<file path="config.mk">
export PLATFORM = sky130hd
export DESIGN_NAME = text_banner
export DESIGN_NICKNAME = d
export VERILOG_FILES = /design/src/rtl/text_banner.sv
export SDC_FILE = /design/constraint.sdc
export NUM_CORES = 1
export LEC_CHECK = 0
export ABC_CLOCK_PERIOD_IN_PS = 10930
export CAP_MARGIN = 40
export CORE_MARGIN = 2
export CORE_UTILIZATION = 55
export CTS_CLUSTER_SIZE = 14
export DETAILED_ROUTE_END_ITERATION = 10
export PLACE_DENSITY = 0.77
export SLEW_MARGIN = 15
export SYNTH_ARGS = -nofsm -noshare
export SYNTH_HDL_FRONTEND = slang
export SYNTH_SLANG_ARGS = --single-unit
</file>
<file path="constraint.sdc">
create_clock -name clk -period 10.93 [get_ports clk]
set_input_delay 2.186 -clock clk [delete_from_list [all_inputs] [get_ports clk]]
set_output_delay 2.186 -clock clk [all_outputs]
set_load 0.005 [all_outputs]
</file>
<file path="src/rtl/text_banner.sv">
// Pixel-text overlay: N_CHARS writable glyph slots rendered from a built-in 5x7 font,
// scaled by GLYPH_SCALE, with static, blink and right-to-left scroll modes.
module text_banner #(
    parameter int N_CHARS      = 8,
    parameter int GLYPH_SCALE  = 4,
    parameter int CHAR_PITCH   = 24,
    parameter int BLINK_FRAMES = 30,
    parameter int SCROLL_STEP  = 2,
    parameter int SCREEN_W     = 640,
    localparam int AW = (N_CHARS > 1) ? $clog2(N_CHARS) : 1
) (
    input  logic          clk,
    input  logic          reset,
    input  logic          frame_tick,
    input  logic          enable,
    input  logic [1:0]    mode,
    input  logic [9:0]    origin_x,
    input  logic [9:0]    origin_y,
    input  logic [9:0]    x,
    input  logic [9:0]    y,
    input  logic          wr_en,
    input  logic [AW-1:0] wr_addr,
    input  logic [5:0]    wr_code,
    output logic          display,
    output logic          wrap_pulse
);
    localparam int SPAN    = N_CHARS * CHAR_PITCH;
    localparam int TEXT_H  = 7 * GLYPH_SCALE;
    localparam int OFF_LIM = SCREEN_W + SPAN;
    localparam int OFF_W   = $clog2(OFF_LIM + SCROLL_STEP + 1);
    localparam int CNT_W   = (BLINK_FRAMES > 1) ? $clog2(BLINK_FRAMES) : 1;

    localparam logic signed [11:0] SPAN_S     = 12'(SPAN);
    localparam logic signed [11:0] TEXT_H_S   = 12'(TEXT_H);
    localparam logic signed [11:0] SCREEN_W_S = 12'(SCREEN_W);

    // Row 0 occupies bits [34:30]; within a row the MSB is the leftmost column.
    function automatic logic [34:0] glyph(input logic [5:0] code);
        logic [34:0] g;
        case (code)
            6'd1:  g = 35'b01110_10001_10001_11111_10001_10001_10001;
            6'd2:  g = 35'b11110_10001_10001_11110_10001_10001_11110;
            6'd3:  g = 35'b01110_10001_10000_10000_10000_10001_01110;
            6'd4:  g = 35'b11110_10001_10001_10001_10001_10001_11110;
            6'd5:  g = 35'b11111_10000_10000_11110_10000_10000_11111;
            6'd6:  g = 35'b11111_10000_10000_11110_10000_10000_10000;
            6'd7:  g = 35'b01110_10001_10000_10111_10001_10001_01111;
            6'd8:  g = 35'b10001_10001_10001_11111_10001_10001_10001;
            6'd9:  g = 35'b01110_00100_00100_00100_00100_00100_01110;
            6'd10: g = 35'b00111_00010_00010_00010_00010_10010_01100;
            6'd11: g = 35'b10001_10010_10100_11000_10100_10010_10001;
            6'd12: g = 35'b10000_10000_10000_10000_10000_10000_11111;
            6'd13: g = 35'b10001_11011_10101_10101_10001_10001_10001;
            6'd14: g = 35'b10001_10001_11001_10101_10011_10001_10001;
            6'd15: g = 35'b01110_10001_10001_10001_10001_10001_01110;
            6'd16: g = 35'b11110_10001_10001_11110_10000_10000_10000;
            6'd17: g = 35'b01110_10001_10001_10001_10101_10010_01101;
            6'd18: g = 35'b11110_10001_10001_11110_10100_10010_10001;
            6'd19: g = 35'b01111_10000_10000_01110_00001_00001_11110;
            6'd20: g = 35'b11111_00100_00100_00100_00100_00100_00100;
            6'd21: g = 35'b10001_10001_10001_10001_10001_10001_01110;
            6'd22: g = 35'b10001_10001_10001_10001_10001_01010_00100;
            6'd23: g = 35'b10001_10001_10001_10101_10101_10101_01010;
            6'd24: g = 35'b10001_10001_01010_00100_01010_10001_10001;
            6'd25: g = 35'b10001_10001_10001_01010_00100_00100_00100;
            6'd26: g = 35'b11111_00001_00010_00100_01000_10000_11111;
            6'd27: g = 35'b01110_10001_10011_10101_11001_10001_01110;
            6'd28: g = 35'b00100_01100_00100_00100_00100_00100_01110;
            6'd29: g = 35'b01110_10001_00001_00010_00100_01000_11111;
            6'd30: g = 35'b11111_00010_00100_00010_00001_10001_01110;
            6'd31: g = 35'b00010_00110_01010_10010_11111_00010_00010;
            6'd32: g = 35'b11111_10000_11110_00001_00001_10001_01110;
            6'd33: g = 35'b00110_01000_10000_11110_10001_10001_01110;
            6'd34: g = 35'b11111_00001_00010_00100_01000_01000_01000;
            6'd35: g = 35'b01110_10001_10001_01110_10001_10001_01110;
            6'd36: g = 35'b01110_10001_10001_01111_00001_00010_01100;
            default: g = '0;
        endcase
        return g;
    endfunction

    function automatic logic font_bit(input logic [5:0] code, input logic [2:0] row,
                                      input logic [2:0] col);
        logic [34:0] g;
        logic [5:0]  pos;
        g   = glyph(code);
        pos = 6'(34 - 5 * int'(row) - int'(col));
        return g[pos];
    endfunction

    logic [5:0]       slot_q [N_CHARS];
    logic [5:0]       slot_d [N_CHARS];
    logic [OFF_W-1:0] offset_q, offset_d, off_sum;
    logic [CNT_W-1:0] blink_cnt_q, blink_cnt_d;
    logic             visible_q, visible_d;
    logic             wrap_q, wrap_d;

    logic             hit_p1_q, hit_p1_d;
    logic [2:0]       row_p1_q, row_p1_d;
    logic [2:0]       col_p1_q, col_p1_d;
    logic [5:0]       code_p1_q, code_p1_d;
    logic             display_q, display_d;

    logic signed [11:0] xs, ys, ox_s, oy_s, left_x, dx, dy;
    logic [10:0]        dx_u, dy_u;
    logic               in_box;
    int                 idx_i, col_i, row_i;

    always_comb begin
        slot_d = slot_q;
        if (wr_en && (int'(wr_addr) < N_CHARS)) begin
            slot_d[wr_addr] = wr_code;
        end
    end

    always_comb begin
        blink_cnt_d = blink_cnt_q;
        visible_d   = visible_q;
        offset_d    = offset_q;
        wrap_d      = 1'b0;
        off_sum     = offset_q + OFF_W'(SCROLL_STEP);
        if (enable) begin
            if (!mode[0]) begin
                blink_cnt_d = '0;
                visible_d   = 1'b1;
            end else if (frame_tick) begin
                if (blink_cnt_q == CNT_W'(BLINK_FRAMES - 1)) begin
                    blink_cnt_d = '0;
                    visible_d   = !visible_q;
                end else begin
                    blink_cnt_d = blink_cnt_q + 1'b1;
                end
            end
            if (!mode[1]) begin
                offset_d = '0;
            end else if (frame_tick) begin
                // Wrap once the whole string has left the screen on the left.
                if (off_sum >= OFF_W'(OFF_LIM)) begin
                    offset_d = '0;
                    wrap_d   = 1'b1;
                end else begin
                    offset_d = off_sum;
                end
            end
        end
    end

    // Stage 1: hit test and glyph-cell addressing
    always_comb begin
        xs     = signed'({2'b00, x});
        ys     = signed'({2'b00, y});
        ox_s   = signed'({2'b00, origin_x});
        oy_s   = signed'({2'b00, origin_y});
        left_x = mode[1] ? (ox_s + SCREEN_W_S - signed'(12'(offset_q))) : ox_s;
        dx     = xs - left_x;
        dy     = ys - oy_s;
        dx_u   = dx[10:0];
        dy_u   = dy[10:0];
        idx_i  = int'(dx_u) / CHAR_PITCH;
        col_i  = (int'(dx_u) % CHAR_PITCH) / GLYPH_SCALE;
        row_i  = int'(dy_u) / GLYPH_SCALE;
        in_box = !dx[11] && (dx < SPAN_S) && !dy[11] && (dy < TEXT_H_S);
        hit_p1_d  = in_box && (col_i < 5);
        row_p1_d  = hit_p1_d ? 3'(row_i) : 3'd0;
        col_p1_d  = hit_p1_d ? 3'(col_i) : 3'd0;
        code_p1_d = hit_p1_d ? slot_q[AW'(idx_i)] : 6'd0;
    end

    // Stage 2: font lookup gated by blink visibility and enable
    always_comb begin
        display_d = hit_p1_q && font_bit(code_p1_q, row_p1_q, col_p1_q) && visible_q && enable;
    end

    always_ff @(posedge clk) begin
        if (reset) begin
            for (int i = 0; i < N_CHARS; i++) begin
                slot_q[i] <= '0;
            end
            offset_q    <= '0;
            blink_cnt_q <= '0;
            visible_q   <= 1'b1;
            wrap_q      <= 1'b0;
            hit_p1_q    <= 1'b0;
            row_p1_q    <= '0;
            col_p1_q    <= '0;
            code_p1_q   <= '0;
            display_q   <= 1'b0;
        end else begin
            slot_q      <= slot_d;
            offset_q    <= offset_d;
            blink_cnt_q <= blink_cnt_d;
            visible_q   <= visible_d;
            wrap_q      <= wrap_d;
            hit_p1_q    <= hit_p1_d;
            row_p1_q    <= row_p1_d;
            col_p1_q    <= col_p1_d;
            code_p1_q   <= code_p1_d;
            display_q   <= display_d;
        end
    end

    assign display    = display_q;
    assign wrap_pulse = wrap_q;

endmodule

</file>
**Word level (Yosys, flattened, before mapping)**

Memories as Yosys holds them, arrays and structs flattened. A register that Yosys moved wholly into a read port is not among the register bits.
Cells that the tools add are included.

- Register bits after elaboration: 73
- ROM bits: 2240
- Input port bits: 56
- Output and inout port bits: 2
- Word-level logic and storage cells: 85
- Memories kept: 1

Memory list:

| name | words | width | rd ports | clocked after Yosys merged registers in | write ports | RTL line | source |
|---|---|---|---|---|---|---|---|
| (name not given) | 64 | 35 | 1 | 1 | 0 | 40 | `case (code)` |

- $add $sub $neg: 9
- $mul: 1
- Div/mod/pow operators: 2
- Order comparisons: 8
- Eq/ne operators: 4
- Mux-type cells: 20
- Bitwise logic cells: 7
- Reduce and logical (&&, ||, !) cells: 17

Operator list:

| kind | count |
|---|---|
| bitwise mux 48 bit | 1 |
| adder 32 x 1 -> 32 bit | 1 |
| divider 12 x 6 -> 32 bit, second input constant | 1 |
| less-than comparator 32 x 4 -> 1 bit, second input constant | 1 |
| remainder unit 12 x 6 -> 32 bit, second input constant | 1 |
| two-way mux 10 bit | 3 |
| two-way mux 6 bit | 4 |
| binary-select mux 6 bit (select 3 bit) | 1 |
| demux 6 bit (select 3 bit) | 1 |
| two-way mux 5 bit | 3 |
| less-than comparator 12 x 9 -> 1 bit, second input constant | 1 |
| two-way mux 12 bit | 1 |
| subtractor 11 x 10 -> 12 bit | 1 |
| subtractor 11 x 12 -> 12 bit | 1 |
| adder 10 x 10 -> 11 bit, second input constant | 1 |
| less-than comparator 11 x 6 -> 1 bit, second input constant | 1 |
| subtractor 10 x 10 -> 11 bit | 1 |
| adder 10 x 2 -> 10 bit, second input constant | 1 |
| >= comparator 10 bit, second input constant | 1 |
| logical AND 1 bit | 8 |
| less-than comparator 6 x 7 -> 1 bit, second input constant | 1 |
| binary-select mux 1 bit (select 6 bit) | 1 |
| multiplier 3 x 3 -> 6 bit, first input constant | 1 |
| subtractor 6 x 4 -> 6 bit | 1 |
| other kinds (18) | 30 |

**Logic depth before layout (Yosys ltp)**

Gate-level depths: netlist of the first run.

- Word-level depth: 13
- Depth in mapped cells: 48
- Mapped depth without buffers: 41

**Worst setup path before layout of the first run**

OpenSTA, ideal clock, no wires.

- Path kind: input-to-reg
- Start point: in origin_x[1]
- End point: reg (tool-made name)
- Setup time: 0.140 ns
- Arrival time: 10.463 ns
- Required time: 10.790 ns
- Setup slack: 0.326 ns
- Stages: 46
- Buffers on the path: 7
- Path through: ha_1 ha_1 inv_1 fa_1 nor2b_1 o21ai_0 a21boi_0 o21ai_0 and3_1 nor2_1 mux2i_1 ha_1 buf_2 a21oi_1 nand3b_1 nor2_1 o21ai_1 xnor2_2 (+10 left out) a311oi_4 a21oi_2 xnor2_1 ha_1 nor2_1 o31ai_1 inv_1 buf_1 buf_2 and2_1 inv_1 ha_1 clkbuf_1 inv_1 nor3_1 a21oi_1 o21ai_1 o221ai_1

RTL lines:

| item | RTL line | source |
|---|---|---|
| start, declared | 17 | `input logic [9:0] origin_x,` |

==> flow_summary.toml, run 1 <==
[yosys]
ys_ff_latch = 107
yosysTopAreaCell = "dfxtp_1"
synth_edf_count = 0
syn_area_per_cell_um2 = 8.154
synth_top_area_share_pct = 24.30
synth_async_sr_flop_share_pct = 0
ys_warn_count = 0
synth_cell_type_count = 108
synth_ff_type = "dfxtp_1"
syn_nets = 1201
synthTopCellsByArea = "dfxtp_1, mux2i_1, ha_1"
synthCells = 1081
ys_seq_area_share_pct = 24.30
syn_area_um2 = 8815

[worst_hold_path]
hold_path.class = "register to register"

[cts]
cts_made_buffers = 9
htreeDepth = 3
clock_sinks = 107
holdBufCountCts = 0
clkTransAtPathRegs_ns = 0.08
cts_tree = "done"
clockRootBuffer = "clkbuf_16"
clock_tree.buffer_depth = 2
worst_skew_pair.late_latency_ns = 0.36

[global_route]
grt_pass1_vias = 8236
grt_max_degree = 63
grt_pass1_wl_mm = 40.89
antenna_found_initial = 0
grt_usage_pct = 29.83
overflow = 0

[floorplanning]
pin_count = 58
die_y_um = 130.6
rows = 46
dieArea_um2 = 17060
die_w_um = 130.6
core_um2 = 15770
initial_core_util_pct = 55.89

[finish]
final_cell_mix = "nor2_1, dfxtp_1, mux2i_1"
drive_above_1_share_pct = 12.22
final_nets = 1244
num_antenna_cells = 0
layout_commonest_cell = "nor2_1"
synthToLayoutAreaGrowth_pct = 13.66
final_area_um2 = 10020

[critical_path]
reg2reg_slack_ns = 2.39
r2r_cells = 36
crit_start = "origin_x[1]"
slowest_stage = "o32ai_2"
crit_required_ns = 11.17
slowest_delay_ns = 0.47
cp-start-kind = "input pin"
arrival_ns = 10.62
end_kind = "register"
critical_path_class = "input pin to register"
cp_common_cell = "ha_1"
r2r_start = "offset_q[1]$_SDFFE_PP0P_"
crit_fanout = 11

[pwr]
power.density_nw_per_um2 = 214.8
ir_drop_uv = 188.8
leakage_uw = 0.004107

[run]
maxCapViolations = 0

[placement]
dpl_cell_area_um2 = 9659
io_buffers = 57
place_congestion = 1.050
hpwl_mm = 18.58
pre_cts_slack_ns = -0.005694

[detailed_routing]
drtIter0Drc = 1037
via_count = 8603
drt-total-wl_mm = 25.05
drc = 0
antenna_left = 0
firstDrtPassIters = 6
post_drt_wl_per_cell_um = 18.62
routed_via_density = 6.396

[timing]
rsz0062_at_grt = "no"
slew_headroom_pct = 51.74
slew_violations = 0
period_share_pct = 94.94
fin_crit_ns = 10.38
fmax_ghz = 0.09637
fin_ws_ns = 0.5532
worstMarginPinSlew_ns = 0.7056
hold_violations = 0
finalSetupViolCount = 0
fin_skew_ns = 0.01014

[status]
status = "complete, no violations"
==> per-stage QoR <==
| step | setup TNS [ns] | hold WS, ns | total power [uW] | std cells | util, % |
|---|---|---|---|---|---|
| final | 0 | 0.4994 | 2152 | 1345 | 63.53 |
| after floorplan | 0 | 0.4518 | 1425 | 1081 | - |
| after CTS | 0 | 0.4985 | 2104 | 1345 | 63.27 |
| after detailed placement | -0.006940 | 0.4817 | 1758 | 1329 | 61.25 |
| after global routing | 0 | 0.5171 | 2274 | 1345 | 63.53 |
| after global placement | 0 | 0.4714 | 1745 | 1327 | 61.17 |
==> how the worst min path moves through the flow <==
stage / from / endpoint / slack (ns) / cells after the start
floorplan: slot_q[38]$_SDFFE_PP0P_ / slot_q[38]$_SDFFE_PP0P_ / 0.45 / 2
global placement: slot_q[21]$_SDFFE_PP0P_ / slot_q[21]$_SDFFE_PP0P_ / 0.47 / 2
detailed placement: slot_q[38]$_SDFFE_PP0P_ / slot_q[38]$_SDFFE_PP0P_ / 0.48 / 2
CTS: offset_q[8]$_SDFFE_PP0P_ / offset_q[8]$_SDFFE_PP0P_ / 0.50 / 2
global route: slot_q[38]$_SDFFE_PP0P_ / slot_q[38]$_SDFFE_PP0P_ / 0.52 / 2
finish: slot_q[38]$_SDFFE_PP0P_ / slot_q[38]$_SDFFE_PP0P_ / 0.50 / 2
==> power by group <==
part / switching [uW] / internal [uW] / leakage [uW]
logic: 881 / 530 / 0.00309
registers: 3.21 / 394 / 0.000864
clock network: 159 / 184 / 0.000153
==> Yosys cell counts (5+ instances only) <==
master    number
a31oi_1        9
dfxtp_1      107
mux4_2        10
a21oi_2        5
o21ai_1       19
o211ai_1      12
a21oi_1       77
mux2i_1       78
nor2_1       119
o31ai_1        8
buf_4          8
ha_1          60
nand4_1       13
o21ai_0       43
clkbuf_1      35
nand2b_1       9
buf_1          9
and3_1        10
o22ai_1        9
nand2_1       66
xor2_1        11
mux2_2         7
a21boi_0       5
buf_2         14
a211oi_1       9
o21a_1        11
nor3_1        38
a211o_1        9
nand3_1       30
a21o_1         8
inv_1         59
a221oi_1       5
and2_1         9
o221ai_1       5
xnor2_1       20
==> critical path, delay by kind of cell <==
kind | cells | cell delay, ns
fa+ha+maj | 6 | 2.01
mux | 1 | 0.42
simple gates | 5 | 0.97
compound gates | 17 | 3.66
xor+xnor | 1 | 0.16
buf+inv | 6 | 1.19
==> cell families after synthesis <==
logic type / Yosys count / synth area share [%]
AOI/OAI and AO/OA: 304 / 24.43
xor gates and xnor gates: 34 / 3.634
adders and majority gates: 64 / 9.425
buffers and inverters: 131 / 6.459
DFF: 107 / 24.30
muxes: 96 / 12.46
other: 2 / 0.08520
and+or+nand+nor: 343 / 19.20
==> final cells by class <==
type,instances,area (um^2)
well taps,216,270.3
clock buffers,9,225.2
multi-input cells,843,6157
inverters,61,229.0
repair buffers,102,900.9
clock inverters,7,93.84
fillers,1366,5752
flip-flops and latches,107,2142
==> metal layers <==
layer / GRT usage (%) / wire, um / vias up
met5: 0 / 0 / -
met4: 12.95 / 967 / 0
met3: 5.415 / 2009 / 105
met2: 48.59 / 11270 / 456
met1: 38.91 / 10790 / 4004
li1: - / - / 4038
==> repair_timing <==
item | CTS | global route
endpoints found under the setup margin | 0 | 31
buffers inserted | 0 | 0
resized for setup | 0 | 10
Power figures use the tool's default switching activity.
==> inputs of run 2 (changes only) <==
==> constraint.sdc (replaced) <==
create_clock -name clk -period 10.93 [get_ports clk]
set_input_delay 2.186 -clock clk [delete_from_list [all_inputs] [get_ports clk]]
set_output_delay 2.186 -clock clk [all_outputs]
set_load 0.01 [all_outputs]
==> results of run 2 <==
Same layout as run 1: the final DEF is identical, and so are final timing and power.
==> inputs of run 3 (changes only) <==
--- a/config.mk
+++ b/config.mk
@@ -5,7 +5,6 @@
 export SDC_FILE = /design/constraint.sdc
 export NUM_CORES = 1
 export LEC_CHECK = 0
-export ABC_CLOCK_PERIOD_IN_PS = 10930
 export CAP_MARGIN = 40
 export CORE_MARGIN = 2
 export CORE_UTILIZATION = 55
==> constraint.sdc (replaced) <==
create_clock -name clk -period 9.5 [get_ports clk]
set_input_delay 1.9 -clock clk [delete_from_list [all_inputs] [get_ports clk]]
set_output_delay 1.9 -clock clk [all_outputs]
set_load 0.01 [all_outputs]
==> flow_summary.toml, run 3 (same netlist as run 1, synthesis figures left out) <==
[status]
status = "complete, no violations"

[floorplanning]
core_um2 = 15770
pin_count = 58
dieArea_um2 = 17060
die_y_um = 130.6
die_w_um = 130.6
initial_core_util_pct = 55.89
rows = 46

[critical_path]
crit_required_ns = 9.76
end_kind = "register"
cp-start-kind = "input pin"
critical_path_class = "input pin to register"
slowest_delay_ns = 0.44
crit_start = "origin_x[1]"
crit_fanout = 7
arrival_ns = 9.39
slowest_stage = "clkdlybuf4s50_1"
r2r_start = "offset_q[1]$_SDFFE_PP0P_"

[global_route]
overflow = 0
grt_max_degree = 63
antenna_found_initial = 0
grt_pass1_vias = 8467
grt_pass1_wl_mm = 44.02
grt_usage_pct = 33.10

[detailed_routing]
post_drt_wl_per_cell_um = 19.27
wl_met1_mm = 11.84
drc = 0
firstDrtPassIters = 6
maxUsedRoutingLayer = "met4"
drt-total-wl_mm = 28.29
via_count = 9017
antenna_left = 0
met3_length_mm = 2.349
routed_via_density = 6.142
route.met2.wl_mm = 13.06
drtIter0Drc = 1102

[cts]
htreeDepth = 3
cts_tree = "done"
clkTransAtPathRegs_ns = 0.08
clockRootBuffer = "clkbuf_16"
cts_made_buffers = 9
worst_skew_pair.late_latency_ns = 0.37
holdBufCountCts = 0
clock_tree.buffer_depth = 2
clock_sinks = 107

[run]
maxCapViolations = 0

[timing]
fin_crit_ns = 9.127
slew_headroom_pct = 48.90
finalSetupViolCount = 0
fin_skew_ns = 0.008354
timing.setup.tns_ns = 0
worstMarginPinSlew_ns = 0.7639
hold_violations = 0
period_share_pct = 96.08
slew_violations = 0
fmax_ghz = 0.1096

[worst_hold_path]
hp-start = "slot_q[10]$_SDFFE_PP0P_"
hold_path.class = "register to register"

[finish]
final_nets = 1367
num_antenna_cells = 0
layout_commonest_cell = "buf_4"
final_area_um2 = 11130
fin_util_pct = 70.56
final_cell_mix = "buf_4, nor2_1, dfxtp_1"
filler_cell_count = 1324
drive_above_1_share_pct = 22.92
layoutNonFillerInstCount = 1468
synthToLayoutAreaGrowth_pct = 26.23

[placement]
dpl_cell_area_um2 = 10630
place_congestion = 1.013
dp.cells = 1448
io_buffers = 57
hpwl_mm = 21.74

[pwr]
power.density_nw_per_um2 = 250.6
leakage_uw = 0.004738
power_uw = 2789
ir_drop_uv = 229.3
run 3: cell types whose count changed in the layout (fill, tap and decap cells not counted), moves of 3 or more:
| cell | change |
|---|---|
| buf_4 | +116 |
| a21oi_1 | -4 |
| buf_6 | +4 |
| nor2_1 | -4 |
| nor2_2 | +4 |
| a21oi_2 | +3 |
| buf_12 | +3 |
| o21ai_2 | +3 |
run 3: area by class of cell:
cell class | count | area, um^2 | area share (%)
clock inverters | 7 | 66.31 | 0.5960
clock buffers | 9 | 225.2 | 2.024
repair buffers | 225 | 1877 | 16.87
well taps | 216 | 270.3 | 2.429
flip-flops and latches | 107 | 2142 | 19.25
inverters | 61 | 229.0 | 2.058
multi-input cells | 843 | 6317 | 56.78
run 3: path summary, 6_finish.rpt:
kind	to	slack [ns]	depth (start not counted)
hold reg to reg	slot_q[10]$_SDFFE_PP0P_	0.50	2
hold / removal	slot_q[10]$_SDFFE_PP0P_	0.50	2
setup / recovery	register	0.37	42
setup reg to reg	register	1.88	42
run 3: where the power goes:
group          switching, uW  internal [uW]
Combinational           1130            825
Clock                    188            185
Sequential              3.82            454
Total                   1330           1460
run 3: per-layer routing:
layer	GRT usage (%)	vias up
li1	-	4289
met1	42.60	4179
met2	54.56	471
met3	6.515	78
met4	13.70	0
met5	0	-
run 3: repair_timing:
| action | 4_1_cts | 5_1_grt |
|---|---|---|
| endpoints found under the setup margin | 1 | 35 |
| pin swaps | 0 | 12 |
| setup buffers | 0 | 4 |
| resized for setup | 2 | 41 |
run 3: through the flow:
stage                     hold slack, ns  setup slack (ns)
after CTS                         0.4988          0.001967
after global placement            0.4720           -0.2284
after floorplan                   0.4518          0.002004
after global routing              0.5175          -0.02472
after detailed placement          0.4809           -0.3587
final                             0.5019            0.3725
run 3: critical path, delay by kind of cell:
family	cells	cell delay, ns
AOI/OAI and AO/OA	17	2.57
xor gates and xnor gates	2	0.29
adders and majority gates	7	1.94
buffers and inverters	9	1.47
and+or+nand+nor	7	1.20
